**src/rtl/piso_framer_pkg.sv**
```systemverilog
// Serial-line definitions shared by the PISO framer and the downstream SISO receiver.
package piso_framer_pkg;

    typedef enum logic [2:0] {
        ST_IDLE   = 3'd0,
        ST_START  = 3'd1,
        ST_DATA   = 3'd2,
        ST_PARITY = 3'd3,
        ST_STOP   = 3'd4
    } state_t;

    localparam logic LINE_IDLE = 1'b1;
    localparam logic START_LVL = 1'b0;
    localparam logic STOP_LVL  = 1'b1;

endpackage

```
**src/rtl/piso_framer_bit_timer.sv**
```systemverilog
// Bit-period timer: tick marks the last clock cycle of each serial bit period.
module bit_timer
    import piso_framer_pkg::*;
#(
    parameter int unsigned BIT_CYCLES = 1
) (
    input  logic clk,
    input  logic clr_n,
    input  logic clear,
    output logic tick
);

    localparam int unsigned   CW   = $clog2(BIT_CYCLES + 1);
    localparam logic [CW-1:0] LAST = CW'(BIT_CYCLES - 1);

    logic [CW-1:0] r_cnt;

    always_ff @(posedge clk or negedge clr_n) begin
        if (!clr_n) begin
            r_cnt <= '0;
        end else if (clear || tick) begin
            r_cnt <= '0;
        end else begin
            r_cnt <= r_cnt + 1'b1;
        end
    end

    always_comb begin
        tick = (r_cnt == LAST);
    end

endmodule

```
**src/rtl/piso_framer.sv**
```systemverilog
// Parallel-load serial framer: start bit, data LSB-first, optional parity, stop bit.
module piso_framer
    import piso_framer_pkg::*;
#(
    parameter int unsigned WIDTH      = 8,
    parameter int unsigned PARITY_EN  = 1,
    parameter int unsigned PARITY_ODD = 0,
    parameter int unsigned BIT_CYCLES = 1
) (
    input  logic             clk,
    input  logic             clr_n,
    input  logic [WIDTH-1:0] load_data,
    input  logic             load_valid,
    output logic             load_ready,
    output logic             data_out,
    output logic             busy,
    output logic             frame_done
);

    localparam int unsigned   BW       = $clog2(WIDTH + 1);
    localparam logic [BW-1:0] LAST_BIT = BW'(WIDTH - 1);
    localparam logic          ODD      = (PARITY_ODD != 0);

    state_t           r_state;
    state_t           w_next;
    logic [WIDTH-1:0] r_shift;
    logic [BW-1:0]    r_bit_cnt;
    logic             r_parity;
    logic             r_alive;
    logic             w_tick;
    logic             w_xfer;
    logic             w_clear;

    bit_timer #(
        .BIT_CYCLES(BIT_CYCLES)
    ) u_timer (
        .clk   (clk),
        .clr_n (clr_n),
        .clear (w_clear),
        .tick  (w_tick)
    );

    // Ready is decoded from state only; r_alive holds it low until the first edge after reset.
    always_comb begin
        load_ready = 1'b0;
        if (r_state == ST_IDLE) begin
            load_ready = r_alive;
        end else if (r_state == ST_STOP) begin
            load_ready = w_tick;
        end
    end

    always_comb begin
        w_xfer  = load_valid && load_ready;
        w_clear = (w_next != r_state) || (r_state == ST_IDLE);
    end

    always_ff @(posedge clk or negedge clr_n) begin
        if (!clr_n) begin
            r_state <= ST_IDLE;
        end else begin
            r_state <= w_next;
        end
    end

    always_comb begin
        w_next     = r_state;
        data_out   = LINE_IDLE;
        busy       = 1'b1;
        frame_done = 1'b0;
        case (r_state)
            ST_IDLE: begin
                busy = 1'b0;
                if (w_xfer) w_next = ST_START;
            end
            ST_START: begin
                data_out = START_LVL;
                if (w_tick) w_next = ST_DATA;
            end
            ST_DATA: begin
                data_out = r_shift[0];
                if (w_tick && (r_bit_cnt == LAST_BIT)) begin
                    w_next = (PARITY_EN != 0) ? ST_PARITY : ST_STOP;
                end
            end
            ST_PARITY: begin
                data_out = r_parity;
                if (w_tick) w_next = ST_STOP;
            end
            ST_STOP: begin
                data_out = STOP_LVL;
                if (w_tick) begin
                    frame_done = 1'b1;
                    w_next     = w_xfer ? ST_START : ST_IDLE;
                end
            end
            default: begin
                busy   = 1'b0;
                w_next = ST_IDLE;
            end
        endcase
    end

    always_ff @(posedge clk or negedge clr_n) begin
        if (!clr_n) begin
            r_shift   <= '0;
            r_parity  <= 1'b0;
            r_bit_cnt <= '0;
            r_alive   <= 1'b0;
        end else begin
            r_alive <= 1'b1;
            if (w_xfer) begin
                r_shift  <= load_data;
                r_parity <= (^load_data) ^ ODD;
            end else if ((r_state == ST_DATA) && w_tick) begin
                r_shift <= r_shift >> 1;
            end
            if (w_next != r_state) begin
                r_bit_cnt <= '0;
            end else if ((r_state == ST_DATA) && w_tick) begin
                r_bit_cnt <= r_bit_cnt + 1'b1;
            end
        end
    end

endmodule

```
**config.mk**
```make
export PLATFORM = sky130hd
export DESIGN_NAME = piso_framer
export DESIGN_NICKNAME = d
export VERILOG_FILES = /design/src/rtl/piso_framer_pkg.sv /design/src/rtl/piso_framer_bit_timer.sv /design/src/rtl/piso_framer.sv
export SDC_FILE = /design/constraint.sdc
export NUM_CORES = 1
export LEC_CHECK = 0
export ABC_CLOCK_PERIOD_IN_PS = 2700
export CELL_PAD_IN_SITES_DETAIL_PLACEMENT = 0
export CELL_PAD_IN_SITES_GLOBAL_PLACEMENT = 2
export CORE_MARGIN = 5
export CORE_UTILIZATION = 35
export DETAILED_ROUTE_END_ITERATION = 8
export PLACE_DENSITY = 0.9
export SKIP_LAST_GASP = 1
export SYNTH_ARGS = -nofsm -noshare
export SYNTH_HDL_FRONTEND = slang
export SYNTH_SLANG_ARGS = --single-unit
```
**constraint.sdc**
```tcl
create_clock -name clk -period 2.7 [get_ports clk]
set_input_delay 0.27 -clock clk [delete_from_list [all_inputs] [get_ports clk]]
set_output_delay 0.27 -clock clk [all_outputs]
set_load 0.02 [all_outputs]
```
==> reports/qor.txt, run 1 <==
Outcome: finished clean
Wire length of the first global-routing pass: 3.06 mm
Max FO, Critical Path: 7
Setup violators final: 0
Yosys top cell by area: dfrtp_1
Max-slew violations: 0
Worst path required time: 2430 ps
H-tree depth: 1
Crit. End Element: output port
Min-Delay Path Class: input pin to async pin
Routability cong.: 0.779
Max-Cap Viols: 0
Critical Path AT: 2050 ps
Setup slack after layout: 378 ps
Vias: 727
Setup bufs post-CTS: 0
PostCTS Resize Cnt: 0
Power Dens Cells: 879 nW/um^2
Largest net degree at the start of global routing: 19
Yosys warns: 0
Tightest Pin Transition: 798 ps
Clk sink count: 18
Initial antenna violation count: 0
Total track usage: 9.49%
Fillers: 266
Die Area: 4060 sq um
DRC: 0
Drt total wl: 1.74 mm
Reg clk slew, reported paths: 110 ps
Vias per cell: 5.12
Root Driver: clkbuf_4
Drt wl/cell: 12.2 um
Cells after Synth: 95
Commonest non-fill, non-tap cell in the layout: dfrtp_1
Starting density of the core: 36.7%
Drt pass-1 iters: 4
FMAX: 431 MHz
Layout cell share with drive strength beyond 1: 10.8%
Flops & latches, synth: 18
Avg Cell Area, Syn: 10.6 sq um
CTS tree: done
Yosys cell types: 30
Lkg Pwr: 0.484 nW
Post-CTS Hold Fix Bufs: 0
Yosys top cell area share: 44.6%
Vias in the first global route: 712
Core area: 2760 sq um
CP Launch Type: flip-flop
Most frequent cells in the layout: dfrtp_1 (18), clkdlybuf4s50_1 (14), nor2_1 (10), xnor2_1 (10), a21oi_1 (8)
Global route total overflow: 0
Starting DRT DRC Count: 24
Crit path kind: flip-flop to output port
Io pins: 15
I/O Buffers: 14
Worst rel slew slack: 46.6%
ANT cells: 0
Peak supply drop: 0.483 mV
Synthesized area: 1010 sq um
Share of the yosys chip area belonging to registers: 44.6%
RSZ-0062 raised after global routing: false
Die X: 63.7 um
Post-DP HPWL: 1.28 mm
Fin nets: 124
Total Power: 1.06 mW
Hold Fails Final Rpt: 0
Worst-Skew Late Latency: 290 ps
Period minus WS final: 2320 ps
Top cells by area, synth: dfrtp_1 (45%), xnor2_1 (8.7%), mux2i_1 (6.9%), a21oi_1 (4.0%), nor2_1 (3.7%)
TritonCTS Buffers: 3
Post-place setup slack: 690 ps
Hold slack: 428 ps
Row count: 19
Fin crit share: 86.0%
Final ANT Viol Nets: 0
Die height: 63.7 um
Mapped Nets: 107
Clock skew: 4.23 ps
Layout overhead on the synthesized area: 19.3%
Fin Setup TNS: 0 ps
Bufs on Longest Clock Path: 2
==> registers in the layout (all words and copies together), names as in the netlist <==
signal,cells
r_state,3
r_shift,8
r_parity,1
r_bit_cnt,4
r_alive,1
u_timer.r_cnt,1
==> Yosys cell counts <==
library cell,number
a211o_1,1
a211oi_1,2
a211oi_2,2
a21oi_1,8
a32o_1,1
and3_2,1
buf_2,1
buf_6,2
conb_1,2
dfrtp_1,18
ha_1,1
inv_1,4
mux2i_1,7
nand2_1,4
nand3_2,1
nand3b_1,3
nand4_1,1
nand4b_1,1
nor2_1,10
nor2b_1,3
nor3b_1,1
nor4b_4,1
o2111ai_1,1
o211ai_1,1
o211ai_4,1
o21a_1,1
o21ai_0,3
or2_2,1
xnor2_1,10
xor2_1,2
==> where the power goes <==
part,total [mW],internal (mW),switching [mW]
combinational,0.447,0.226,0.221
clock,0.167,0.0822,0.0851
sequential,0.446,0.364,0.0819
total,1.06,0.673,0.388
==> through the flow <==
stage | utilization (%) | std cells | instance area (sq um)
floorplan | - | 95 | 1010
global placement | 42.4 | 138 | 1170
detailed placement | 42.4 | 138 | 1170
CTS | 43.7 | 142 | 1210
global route | 43.7 | 142 | 1210
finish | 43.7 | 142 | 1210
==> layout make-up <==
type / count / area (sq um) / share of cell area, %
inverters: 4 / 15.0 / 1.24
flip-flops and latches: 18 / 450 / 37.3
clock buffers: 4 / 36.3 / 3.01
repair buffers: 15 / 148 / 12.2
multi-input cells: 70 / 518 / 42.9
well taps: 31 / 38.8 / 3.22
==> routing by layer <==
metal	GRT usage (%)	part of all wire (%)	vias up
li1	-	-	364
met1	11.6	48	340
met2	15.4	45	21
met3	4.20	6.7	2
met4	2.34	0.52	0
met5	0	0	-
==> kinds of logic after synthesis <==
kind of cell | Yosys count | share of synthesized area [%]
xor+xnor | 12 | 10.4
flops | 18 | 44.6
other cells | 2 | 0.743
mux | 7 | 6.93
buf+inv | 7 | 4.21
simple gates | 27 | 16.2
compound gates | 21 | 15.7
fa+ha+maj | 1 | 1.24
==> worst max-delay path, stage by stage (launching register included) <==
cell             delay [ps]
dfrtp_1                 470
nor2_1                  440
and3_2                  250
clkdlybuf4s50_1         590
==> worst paths after layout <==
check                      depth (start not counted)          to        from  slack (ps)
setup reg to reg                                   4  r_shift[6]  r_state[2]         990
hold reg to reg                                    2    r_parity    r_parity         520
setup / recovery                                   3  frame_done  r_state[0]         380
hold / removal                                     1  r_state[2]       clr_n         430
min in group clk                                   2    r_parity    r_parity         520
max in group asynchronous                          1  r_shift[3]       clr_n        1780
Power figures use the tool's default switching activity.
==> inputs of run 2 (changes only) <==
SLEW_MARGIN = 20   (was not set)
==> results of run 2 <==
Same layout as run 1: the final DEF is identical, and so are final timing and power.
